### config.mk
export PLATFORM = sky130hd
export DESIGN_NAME = mem_access_ctrl
export DESIGN_NICKNAME = d
export VERILOG_FILES = /design/src/rtl/mem_access_ctrl.sv
export SDC_FILE = /design/constraint.sdc
export NUM_CORES = 1
export LEC_CHECK = 0
export ABC_CLOCK_PERIOD_IN_PS = 3500
export BUFFER_PORTS_ARGS = -buffer_cell sky130_fd_sc_hd__clkbuf_2
export CORE_MARGIN = 3
export CORE_UTILIZATION = 35
export DETAILED_ROUTE_END_ITERATION = 8
export GPL_ROUTABILITY_DRIVEN = 0
export HOLD_SLACK_MARGIN = 0.08
export PLACE_DENSITY = 0.7
export SKIP_LAST_GASP = 1
export SLEW_MARGIN = 15
export SYNTH_ARGS = -nofsm -noshare
export SYNTH_HDL_FRONTEND = slang
export SYNTH_SLANG_ARGS = --single-unit
### constraint.sdc
create_clock -name clk -period 3.5 [get_ports clk]
set_input_delay 0.7 -clock clk [delete_from_list [all_inputs] [get_ports clk]]
set_output_delay 0.7 -clock clk [all_outputs]
set_load 0.05 [all_outputs]
### src/rtl/mem_access_ctrl.sv
// Memory-stage access controller between the X/M and M/W pipeline registers.
// Issues a single-cycle request to a variable-latency data memory, stalls the
// upstream pipeline until mem_done (or a timeout), and feeds bubbles to
// writeback while the access is outstanding.
// Optional feature: define MEM_ALIGN_CHK_EN to trap odd-address memory
// operations without issuing them to memory.
//
// state | meaning
// IDLE  | no access outstanding; memops issue from here
// WAIT  | request issued, waiting for mem_done or timeout
module mem_access_ctrl #(
    parameter int TIMEOUT = 15
) (
    input  logic        clk,
    input  logic        rst,
    input  logic [15:0] pc_in,
    input  logic [15:0] alu_out_in,
    input  logic [15:0] reg2data_in,
    input  logic        MemRead_in,
    input  logic        MemWrite_in,
    input  logic        MemToReg_in,
    input  logic        RegWrite_in,
    input  logic        halt_in,
    input  logic [2:0]  writereg_in,
    output logic [15:0] mem_addr,
    output logic [15:0] mem_wdata,
    output logic        mem_en,
    output logic        mem_wr,
    input  logic [15:0] mem_rdata,
    input  logic        mem_done,
    output logic        stall_out,
    output logic [15:0] pc_out,
    output logic [15:0] alu_out_out,
    output logic [15:0] mem_data_out,
    output logic        MemToReg_out,
    output logic        RegWrite_out,
    output logic        halt_out,
    output logic        err_out,
    output logic [2:0]  writereg_out
);

    typedef enum logic {IDLE, WAIT} state_t;

    state_t     state;
    logic [3:0] cnt;
    logic       memop;
    logic       misalign;
    logic       issue;
    logic       conflict;
    logic       timeout_hit;

    assign memop    = MemRead_in | MemWrite_in;
    assign conflict = MemRead_in & MemWrite_in;

`ifdef MEM_ALIGN_CHK_EN
    assign misalign = memop & alu_out_in[0];
`else
    assign misalign = 1'b0;
`endif

    assign issue       = (state == IDLE) & memop & ~misalign;
    assign timeout_hit = (state == WAIT) & ~mem_done & (cnt == 4'(TIMEOUT - 1));

    // Memory-side signals are combinational so the request leaves in the same
    // cycle the memop sits in X/M; a conflicting read+write is issued as a write.
    assign mem_addr  = alu_out_in;
    assign mem_wdata = reg2data_in;
    assign mem_wr    = MemWrite_in;
    assign mem_en    = rst & issue;
    assign stall_out = rst & (issue | ((state == WAIT) & ~mem_done & ~timeout_hit));

    // Access FSM and M/W output registers; every cycle defaults to a bubble.
    always_ff @(posedge clk or negedge rst) begin
        if (!rst) begin
            state        <= IDLE;
            cnt          <= 4'd0;
            pc_out       <= 16'd0;
            alu_out_out  <= 16'd0;
            mem_data_out <= 16'd0;
            MemToReg_out <= 1'b0;
            RegWrite_out <= 1'b0;
            halt_out     <= 1'b0;
            err_out      <= 1'b0;
            writereg_out <= 3'd0;
        end else begin
            pc_out       <= 16'd0;
            alu_out_out  <= 16'd0;
            mem_data_out <= 16'd0;
            MemToReg_out <= 1'b0;
            RegWrite_out <= 1'b0;
            halt_out     <= 1'b0;
            err_out      <= 1'b0;
            writereg_out <= 3'd0;
            case (state)
                IDLE: begin
                    if (issue) begin
                        state <= WAIT;
                        cnt   <= 4'd0;
                    end else begin
                        pc_out       <= pc_in;
                        alu_out_out  <= alu_out_in;
                        MemToReg_out <= MemToReg_in;
                        writereg_out <= writereg_in;
                        if (misalign) begin
                            halt_out <= 1'b1;
                            err_out  <= 1'b1;
                        end else begin
                            RegWrite_out <= RegWrite_in;
                            halt_out     <= halt_in;
                        end
                    end
                end
                WAIT: begin
                    if (mem_done || timeout_hit) begin
                        state        <= IDLE;
                        cnt          <= 4'd0;
                        pc_out       <= pc_in;
                        alu_out_out  <= alu_out_in;
                        MemToReg_out <= MemToReg_in;
                        writereg_out <= writereg_in;
                        if (mem_done) begin
                            mem_data_out <= MemWrite_in ? 16'd0 : mem_rdata;
                            RegWrite_out <= RegWrite_in & ~conflict;
                            halt_out     <= halt_in;
                            err_out      <= conflict;
                        end else begin
                            halt_out <= 1'b1;
                            err_out  <= 1'b1;
                        end
                    end else begin
                        cnt <= cnt + 4'd1;
                    end
                end
                default: begin
                    state <= IDLE;
                    cnt   <= 4'd0;
                end
            endcase
        end
    end

endmodule

# Word-level counts from Yosys, hierarchy flattened
# Index checks and enable logic that the tools add are counted.
# totals
reg_bits	60
inputBits	75
word_cells	61
# classes
n_addsub	1
eq_ne	2
muxes	33
bitwise	14
n_reduce_logical	1
# ops
op	count
2-to-1 mux 16 bit	8
one-hot mux 16 bit (2 select lines)	2
2-to-1 mux 1 bit	12
one-hot mux 1 bit (2 select lines)	5
AND 1 bit	8
2-to-1 mux 4 bit	2
one-hot mux 4 bit (2 select lines)	1
2-to-1 mux 3 bit	2
one-hot mux 3 bit (2 select lines)	1
adder 4 x 1 -> 4 bit, second input constant	1
equality test 4 bit, second input constant	1
inverter 1 bit	4
!= test 2 bit, second input constant	1
bitwise OR 1 bit	2
logical OR 1 bit	1

# Depth between registers and ports, before layout
# Gate-level depths: netlist of the first run.
# logic_depth
word_depth	7
depth_mapped	7
ltp_nobuf	5

# Worst setup path after synthesis of the first run
# OpenSTA, ideal clock, no wires.
# synth_path
path_kind	input port to output port
startpoint	input mem_done
endpoint	output stall_out
t_arrival_ps	1836
t_required_ps	2800
path_slack_ps	964
stages	4
cell_sequence	and2b_1 -> a21oi_2 -> buf_4 -> nor2b_1
# synth_between
elab_chain_cells	7
# synth_rtl
element	line_no	text
start: declaration	30	input logic mem_done,
inverter 1 bit *	62, 70	
AND 1 bit *	62, 70	
AND 1 bit	62	assign timeout_hit = (state == WAIT) & ~mem_done & (cnt == 4'(TIMEOUT - 1));
inverter 1 bit	70	assign stall_out = rst & (issue | ((state == WAIT) & ~mem_done & ~timeout_hit));
AND 1 bit *	70	
bitwise OR 1 bit *	70	
AND 1 bit *	70	
end: declaration	31	output logic stall_out,
# Every way passes the cells marked *; elsewhere a longest branch is shown, timed or not.

# Final worst setup path of the first run
# layout_path
startpoint	register cnt[0]
endpoint	output stall_out
# layout_between
elab_chain_cells	6
# layout_rtl
element	line_no	text
start: declaration	45	logic [3:0] cnt;
start signal: assignment	131	cnt <= cnt + 4'd1;
equality test 4 bit	62	
AND 1 bit	62	
inverter 1 bit	70	
AND 1 bit	70	
bitwise OR 1 bit	70	
AND 1 bit	70	
# No other way between the ends.

==> results of run 1 <==
==> worst min path at each step <==
| stage | startpoint | endpoint | slack, ns | depth (start not counted) |
|---|---|---|---|---|
| CTS | rst | halt_out | 0.17 | 1 |
| global route | rst | state | 0.17 | 1 |
| finish | rst | state | 0.19 | 1 |
| detailed placement | rst | halt_out | 0.53 | 1 |
| global placement | cnt[1] | cnt[1] | 0.52 | 2 |
| floorplan | rst | MemToReg_out | 0.40 | 0 |
==> worst max-delay path, delay by kind of cell (launching register included) <==
kind	cells	cell delay [ns]
DFF	1	0.40
AOI/OAI and AO/OA	1	0.07
and+or+nand+nor	2	0.31
adders and majority gates	1	0.22
buffers and inverters	2	0.38
==> flip-flops by register name (all words and copies together) (netlist names), 3 cells and up <==
register / count
writereg_out: 3
cnt: 4
pc_out: 16
mem_data_out: 16
alu_out_out: 16
==> layout make-up <==
class	instances	area share, %
inverter	2	0.246
clock inverter	3	2.22
clock buffer	13	5.54
timing repair buffer	134	22.2
tap	77	3.16
sequential	60	49.3
multi-input combinational	85	17.4
==> through the flow <==
step | worst slack [ns] | utilization [%] | hold slack, ns
final | 1.11 | 47.7 | 0.191
after global routing | 0.984 | 47.7 | 0.171
after CTS | 1.04 | 47.7 | 0.166
after detailed placement | 1.11 | 44.0 | 0.525
after global placement | 1.11 | 44.0 | 0.523
after floorplan | 0.964 | - | 0.404
==> power breakdown <==
| group | switching (W) | total [W] | internal [W] |
|---|---|---|---|
| sequential | 0.0000287 | 0.000805 | 0.000777 |
| clock | 0.000251 | 0.000711 | 0.000460 |
| combinational | 0.000450 | 0.000588 | 0.000137 |
==> cells in the final DEF (no fill, tap or decap), drive strengths merged, types with 2 or more instances in the layout <==
master  count
clkbuf    144
dfrtp      60
and2       54
nand2       7
o21ai       4
nand3       4
buf         3
inv         2
ha          2
bufinv      2
a21oi       2
==> kinds of logic after synthesis <==
| kind of cell | count (synthesis) | synth area share (%) |
|---|---|---|
| AND/OR/NAND/NOR | 72 | 18.5 |
| flip-flops | 60 | 64.6 |
| buffers and inverters | 40 | 12.6 |
| AO/OA/AOI/OAI | 10 | 2.75 |
| adder cells (fa/ha/maj) | 2 | 1.08 |
| multiplexers | 1 | 0.431 |
==> layer usage <==
metal | wire (um) | vias to the layer above | GRT usage (%) | share of wire (%)
met5 | 0 | - | 0 | 0
met4 | 123 | 0 | 7.53 | 2.6
met3 | 552 | 13 | 4.73 | 12
met2 | 2370 | 88 | 20.4 | 51
met1 | 1630 | 725 | 13.1 | 35
li1 | - | 761 | - | -
==> results.cfg, run 1 <==
[outcome]
status = completed

[yosys]
yosysTopAreaCellShare_pct = 64.6
synthArstFlopShare_pct = 100
synth_common_cells = 60 x dfrtp_1, 54 x and2_1, 34 x buf_4
synth.area.top_cells = dfrtp_1 65%, and2_1 15%, buf_4 11%
yosysSeqAreaShare_pct = 64.6
synth_top_flop_cell = dfrtp_1
syn_nets = 262
yosys.area.top_type = dfrtp_1
yosysMostFrequentCell = dfrtp_1
syn_area_per_cell_sq_um = 12.6
ys_warn_count = 0
synthDistinctLibCells = 26
synth_area_sq_um = 2320
synth-seq-cells = 60
synth_cells = 185
synth_edf_count = 0

[critical_path]
end_kind = primary output
ff2ff_setup_slack_ns = 2.01
reg2reg_from = cnt[0]
arrival_ns = 1.69
slowest_stage = dfrtp_1
cpPeakStageDelay_ns = 0.40
r2r_cells = 6
worst_setup_path_start_kind = register
critical_path_class = register to primary output
critPathLaunch = cnt[0]
worstReg2RegEnd = writereg_out[1]
crit_fanout = 5
crit_path_cell_trace = inv_1 > ha_1 > nand3_2 > a21oi_2 > nor2b_1 > clkbuf_2
worstPathRequired_ns = 2.80
endpoint = stall_out

[placed_design]
place_area_sq_um = 2810
hpwl_mm = 3.57
place_inst = 358
port_buffers = 132

[flow_run]
cap_viol_max_count = 0

[power]
ir_drop_mv = 0.393
power_w = 0.00210
pwr_density_cell_nw_per_um2 = 691
leakage_nw = 1.71

[clocking]
htreeDepth = 3
cts_hold_buf = 0
cts.sink_count = 60
cts_tree = built
path_clk_slew_ns = 0.06
cts_setup_buffers = 0
insertion_delay_ns = 0.32
clock_path_buffers = 2
numCtsBuffers = 9
post_cts_resized = 0
ctsRootBufferMaster = clkbuf_8

[grt]
grt_max_degree = 58
antenna_found_initial = 0
grt_pass1_vias = 1596
grt-ovfl-total = 0
grt_pass1_wl_mm = 7.04
grt_use_total_pct = 12.3

[sta]
slew_headroom_pct = 52.2
fin_tns_setup_ns = 0
skew_ns = 0.00745
max_freq_ghz = 0.418
setup_violations = 0
worstMarginPinSlew_ns = 0.714
fin_crit_sh_pct = 68.3
slew_violations = 0
rsz0062_at_grt = no
finalHoldViolCount = 0
min_period_ns = 2.39

[layout]
syn_to_final_growth_pct = 31.1
fillers = 587
final_cells = 374
seqCellArea_sq_um = 1500
drive_gt1_share_pct = 51.2
fin_nets = 369
finalInstanceArea_sq_um = 3050
multiInputGateArea_sq_um = 529
num_antenna_cells = 0

[drt]
vias_per_cell = 4.24
drtIter0Drc = 39
drt-total-wl_mm = 4.67
num_vias = 1587
drc = 0
firstDrtPassIters = 4
wl_per_cell_um = 12.5
detail-route-antenna-nets = 0

[die]
die_y_um = 87.5
start_util_pct = 36.4
ios = 165
die_area_sq_um = 7660
fp-row-count = 29
die_w_um = 87.5
coreArea_sq_um = 6390

[min_path]
hp-class = input pin to asynchronous set/reset pin
Power figures use the tool's default switching activity.
==> run 2, diff against run 1 <==
--- a/config.mk
+++ b/config.mk
@@ -5,14 +5,14 @@
 export SDC_FILE = /design/constraint.sdc
 export NUM_CORES = 1
 export LEC_CHECK = 0
-export ABC_CLOCK_PERIOD_IN_PS = 3500
+export ABC_CLOCK_PERIOD_IN_PS = 2080
 export BUFFER_PORTS_ARGS = -buffer_cell sky130_fd_sc_hd__clkbuf_2
 export CORE_MARGIN = 3
 export CORE_UTILIZATION = 35
 export DETAILED_ROUTE_END_ITERATION = 8
 export GPL_ROUTABILITY_DRIVEN = 0
 export HOLD_SLACK_MARGIN = 0.08
-export PLACE_DENSITY = 0.7
+export PLACE_DENSITY = 0.73
 export SKIP_LAST_GASP = 1
 export SLEW_MARGIN = 15
 export SYNTH_ARGS = -nofsm -noshare
==> constraint.sdc (replaced) <==
create_clock -name clk -period 2.08 [get_ports clk]
set_input_delay 0.416 -clock clk [delete_from_list [all_inputs] [get_ports clk]]
set_output_delay 0.416 -clock clk [all_outputs]
set_load 0.05 [all_outputs]
==> run 2 against run 1 <==
Net effect: non-clock buffer count rose by 4; sequential share of layout area fell by 0.30 points; combinational power rose by 72%; wire length rose by 0.13%; clock power rose by 49%; critical endpoint unchanged; largest power group unchanged; core utilization rose by 0.29 points; power rose by 63%; clock skew rose by 0.0039 ns; first-iteration DRC count rose by 7.7%; final cell count rose by 1.1%.
==> results.cfg, run 2 (synthesis results as in run 1) <==
[sta]
skew_ns = 0.0114
fin_crit_sh_pct = 91.8
worstMarginPinSlew_ns = 0.719
max_freq_ghz = 0.524
min_period_ns = 1.91
finalHoldViolCount = 0
slew_violations = 0
setup_ws_ns = 0.171
setup_violations = 0
rsz0062_at_grt = no
fin_tns_setup_ns = 0
slew_headroom_pct = 51.9

[critical_path]
r2r_cells = 6
ff2ff_setup_slack_ns = 0.59
worstPathRequired_ns = 1.66
critPathLaunch = cnt[1]
endpoint = stall_out
arrival_ns = 1.49
critical_path_class = register to primary output
end_kind = primary output
worst_setup_path_start_kind = register
reg2reg_from = cnt[0]
crit_fanout = 5
worstReg2RegEnd = pc_out[2]

[clocking]
htreeDepth = 3
path_clk_slew_ns = 0.07
ctsRootBufferMaster = clkbuf_8
cts.sink_count = 60
cts_tree = built
insertion_delay_ns = 0.32
numCtsBuffers = 9
clock_path_buffers = 2

[power]
p_sw_share_pct = 36.6
leakage_nw = 1.72
p_seq_share_pct = 39.5
ir_drop_mv = 0.618
clockPowerShare_pct = 31.0
pwr_density_cell_nw_per_um2 = 1120
combPwrFrac_pct = 29.5
p_int_w = 0.00217
p_switching_w = 0.00125

[layout]
layout_common_cells = 131 x clkbuf_2, 60 x dfrtp_1, 54 x and2_1
num_antenna_cells = 0
fin_nets = 373
drive_gt1_share_pct = 52.2
syn_to_final_growth_pct = 31.9
finalInstanceArea_sq_um = 3070
layout_commonest_cell = clkbuf_2
layout_top_registers = alu_out_out x16, mem_data_out x16, pc_out x16

[drt]
firstDrtPassIters = 3
drtIter0Drc = 42
detail-route-antenna-nets = 0
drt-total-wl_mm = 4.68
wl_per_cell_um = 12.4
num_vias = 1608
vias_per_cell = 4.25
drc = 0

[die]
die_w_um = 87.5
ios = 165
die_area_sq_um = 7660
fp-row-count = 29
die_y_um = 87.5
coreArea_sq_um = 6390
start_util_pct = 36.4

[placed_design]
place_area_sq_um = 2830
hpwl_mm = 3.61
port_buffers = 132
pre_cts_ws_ns = 0.256

[grt]
grt_pass1_wl_mm = 7.11
grt-ovfl-total = 0
grt_pass1_vias = 1578
grt_use_total_pct = 12.2
grt_max_degree = 38
antenna_found_initial = 0

[min_path]
hp-class = input pin to asynchronous set/reset pin

[flow_run]
cap_viol_max_count = 0

[outcome]
status = completed
run 2: changes by cell type in the layout (fill, tap and decap cells not counted), sizes merged:
cell,delta
buf,+2
bufinv,-1
clkbuf,-1
clkinv,+3
dlygate4sd3,+1
run 2: per-stage QoR:
| stage | hold slack (ns) | utilization (%) | instances | total power (W) |
|---|---|---|---|---|
| final | 0.107 | 48.0 | 378 | 0.00343 |
| after global routing | 0.117 | 48.0 | 378 | 0.00361 |
| after CTS | 0.0899 | 47.9 | 377 | 0.00349 |
| after detailed placement | 0.392 | 44.2 | 360 | 0.00239 |
| after global placement | 0.397 | 44.2 | 360 | 0.00237 |
| after floorplan | 0.120 | - | 185 | 0.00223 |
run 2: worst min path at each step:
stage | from | to | slack [ns] | cells after the start
2_1_floorplan | rst | MemToReg_out | 0.12 | 0
3_3_place_gp | rst | mem_data_out[4] | 0.40 | 2
3_5_place_dp | rst | RegWrite_out | 0.39 | 2
4_1_cts | rst | err_out | 0.09 | 2
5_1_grt | rst | err_out | 0.12 | 2
6_report | rst | err_out | 0.11 | 2
run 2: power groups by stage:
stage                     combinational (W)  sequential [W]  clock [W]
after CTS                           0.00102         0.00136    0.00111
after detailed placement            0.00101         0.00138          0
after global placement             0.000999         0.00137          0
final                               0.00101         0.00135    0.00106
after floorplan                    0.000382         0.00184          0
after global routing                0.00107         0.00137    0.00117
run 2: timing repair:
item	4_1_cts	5_1_grt
pin swaps	0	0
endpoints found under the setup margin	1	1
buffers inserted	0	1
endpoints found under the hold margin	6	0
resized for setup	3	0
hold buffers	1	0
run 2: final cells by class:
class	instances	area (sq um)
tap	77	96.3
timing repair buffer	138	717
inverter	2	7.51
multi-input combinational	85	532
fill	601	3320
clock buffer	11	151
clock inverter	5	60.1
sequential	60	1500
run 2: worst max-delay path, cell delays in order (launching register included):
cell and delay (ns):
dfrtp_1 0.41, ha_1 0.22, nand3_2 0.11, a21oi_2 0.07
nor2b_2 0.17, clkbuf_8 0.21
run 2: per-layer routing:
metal | routed length (um) | track usage (%) | vias up
met5 | 0 | 0 | -
met4 | 114 | 7.11 | 0
met3 | 479 | 4.45 | 12
met2 | 2290 | 19.8 | 92
met1 | 1790 | 13.7 | 734
li1 | - | - | 770
==> run 3, diff against run 2 <==
--- a/config.mk
+++ b/config.mk
@@ -5,6 +5,7 @@
 export SDC_FILE = /design/constraint.sdc
 export NUM_CORES = 1
 export LEC_CHECK = 0
+export ABC_AREA = 1
 export ABC_CLOCK_PERIOD_IN_PS = 2080
 export BUFFER_PORTS_ARGS = -buffer_cell sky130_fd_sc_hd__clkbuf_2
 export CORE_MARGIN = 3
@@ -12,7 +13,7 @@
 export DETAILED_ROUTE_END_ITERATION = 8
 export GPL_ROUTABILITY_DRIVEN = 0
 export HOLD_SLACK_MARGIN = 0.08
-export PLACE_DENSITY = 0.73
+export PLACE_DENSITY = 0.71
 export SKIP_LAST_GASP = 1
 export SLEW_MARGIN = 15
 export SYNTH_ARGS = -nofsm -noshare
==> run 3 against run 2 <==
Net effect: sequential share of layout area is 2.7 points lower; die area up 6.6%; highest routed layer unchanged; non-clock buffer count shrank 5; sequential power about the same; setup slack got worse by 0.025 ns; synthesized cell count up 30%.
==> results.cfg, run 3 <==
[sta]
setup_ws_ns = 0.146
rsz0062_at_grt = no
fin_tns_setup_ns = 0
max_freq_ghz = 0.517
finalHoldViolCount = 0
slew_headroom_pct = 50.7
slew_violations = 0
skew_ns = 0.00743
fin_crit_sh_pct = 93.0
min_period_ns = 1.93
worstMarginPinSlew_ns = 0.739
setup_violations = 0

[layout]
layout_top_registers = alu_out_out x16, mem_data_out x16, pc_out x16
fin_nets = 424
drive_gt1_share_pct = 52.4
num_antenna_cells = 0
layout_commonest_cell = clkbuf_2
layout_common_cells = 130 x clkbuf_2, 60 x dfrtp_1, 40 x inv_1
syn_to_final_growth_pct = 30.3

[clocking]
post_cts_resized = 0
numCtsBuffers = 9
cts_hold_buf = 0
cts_setup_buffers = 0
htreeDepth = 3
cts.sink_count = 60
cts_tree = built
path_clk_slew_ns = 0.07
clock_path_buffers = 2
insertion_delay_ns = 0.32
ctsRootBufferMaster = clkbuf_8

[die]
ios = 165
fp-row-count = 30
die_w_um = 90.3
start_util_pct = 36.4
coreArea_sq_um = 6830
die_y_um = 90.3
die_area_sq_um = 8160

[yosys]
synthSimpleGateAreaFrac_pct = 18.6
yosysSeqAreaShare_pct = 60.3
yosys.area.top_type = dfrtp_1
synth_common_cells = 60 x dfrtp_1, 40 x inv_1, 33 x buf_4
synth.area.top_cells = dfrtp_1 60%, buf_4 9.9%, nor2_2 7.3%
syn_nets = 318
ys_warn_count = 0
synth-seq-cells = 60
yosysTopAreaCellShare_pct = 60.3
yosysMostFrequentCell = dfrtp_1
synthAdderAreaFrac_pct = 1.01
synth-compound-area-share_pct = 2.21
synthDistinctLibCells = 21
synthArstFlopShare_pct = 100
synth_cells = 241
synthMuxAreaShare_pct = 0
synth_area_sq_um = 2490
synth_top_flop_cell = dfrtp_1
syn_area_per_cell_sq_um = 10.3
synth_top_family_by_area = simple AND/OR/NAND/NOR gates
synth-xor-area-share_pct = 0
synth_edf_count = 0

[grt]
grt_pass1_wl_mm = 8.85
grt_max_degree = 61
grt_use_total_pct = 13.7
antenna_found_initial = 0
grt_pass1_vias = 1866
grt-ovfl-total = 0

[critical_path]
end_kind = primary output
crit_path_cell_trace = inv_1 > ha_1 > nand3_2 > nand2_4 > a21oi_2 > buf_12
worst_setup_path_start_kind = register
critical_path.top_delay_family = flip-flops
cpPeakStageDelay_ns = 0.40
critical_path_class = register to primary output
slowest_stage = dfrtp_1
crit_buf_inv = 2
crit_fanout = 5
arrival_ns = 1.52
worstPathRequired_ns = 1.66

[power]
pwr_density_cell_nw_per_um2 = 1110
ir_drop_mv = 0.436
leakage_nw = 1.90

[flow_run]
cap_viol_max_count = 0

[drt]
drc = 0
drt-total-wl_mm = 5.16
firstDrtPassIters = 3
wl_per_cell_um = 11.5
vias_per_cell = 4.03
detail-route-antenna-nets = 0
drtIter0Drc = 20
num_vias = 1803

[placed_design]
port_buffers = 132
pre_cts_ws_ns = 0.436
hpwl_mm = 3.97

[min_path]
hp-class = input pin to asynchronous set/reset pin

[outcome]
status = completed
[run 3: cells by family after synthesis]
| family | Yosys count |
|---|---|
| AOI/OAI and AO/OA | 8 |
| adders and majority gates | 2 |
| buffers and inverters | 79 |
| DFF | 60 |
| and+or+nand+nor | 92 |
[run 3: area by class of cell]
type / count / area [sq um]
fillers: 666 / 3590
inverters: 41 / 154
well taps: 96 / 120
clock buffers: 11 / 151
repair buffers: 133 / 698
flip-flops and latches: 60 / 1500
clock inverters: 4 / 72.6
multi-input cells: 102 / 547
[run 3: routing by layer]
layer | GRT usage, % | wire length, um | part of all wire, %
met4 | 8.16 | 123 | 2.4
met1 | 15.4 | 1960 | 38
met3 | 3.92 | 417 | 8.1
met2 | 23.1 | 2650 | 51
met5 | 0 | 0 | 0
[run 3: stage by stage]
step / power, W / hold WS [ns] / instance area [sq um] / std cells / utilization (%)
2_1_floorplan: 0.00230 / 0.120 / 2490 / 241 / -
3_3_place_gp: 0.00247 / 0.545 / 3020 / 432 / 44.2
3_5_place_dp: 0.00248 / 0.542 / 3020 / 432 / 44.2
4_1_cts: 0.00367 / 0.252 / 3240 / 447 / 47.4
5_1_grt: 0.00380 / 0.252 / 3240 / 447 / 47.5
6_report: 0.00361 / 0.255 / 3240 / 447 / 47.5
[run 3: worst reg2reg max path, delay by kind of cell (launching register included)]
kind | cells | cell delay [ns]
and+or+nand+nor | 4 | 0.53
DFF | 1 | 0.40
adders and majority gates | 1 | 0.22
buffers and inverters | 1 | 0.06
[run 3: worst paths after layout]
kind | from | endpoint | slack, ns | depth (start not counted)
setup / recovery | cnt[0] | stall_out | 0.15 | 6
hold / removal | rst | err_out | 0.25 | 2
setup reg to reg | cnt[0] | alu_out_out[0] | 0.75 | 6
hold reg to reg | cnt[0] | cnt[0] | 0.55 | 1
max in group asynchronous | rst | alu_out_out[2] | 1.34 | 2
min in group clk | writereg_in[1] | writereg_out[1] | 0.27 | 3
[run 3: report_power, final]
part / switching (W) / leakage, nW / total, W / internal, W
Combinational: 0.000858 / 1.00 / 0.00109 / 0.000236
Sequential: 0.0000477 / 0.792 / 0.00135 / 0.00131
Clock: 0.000428 / 0.111 / 0.00116 / 0.000731
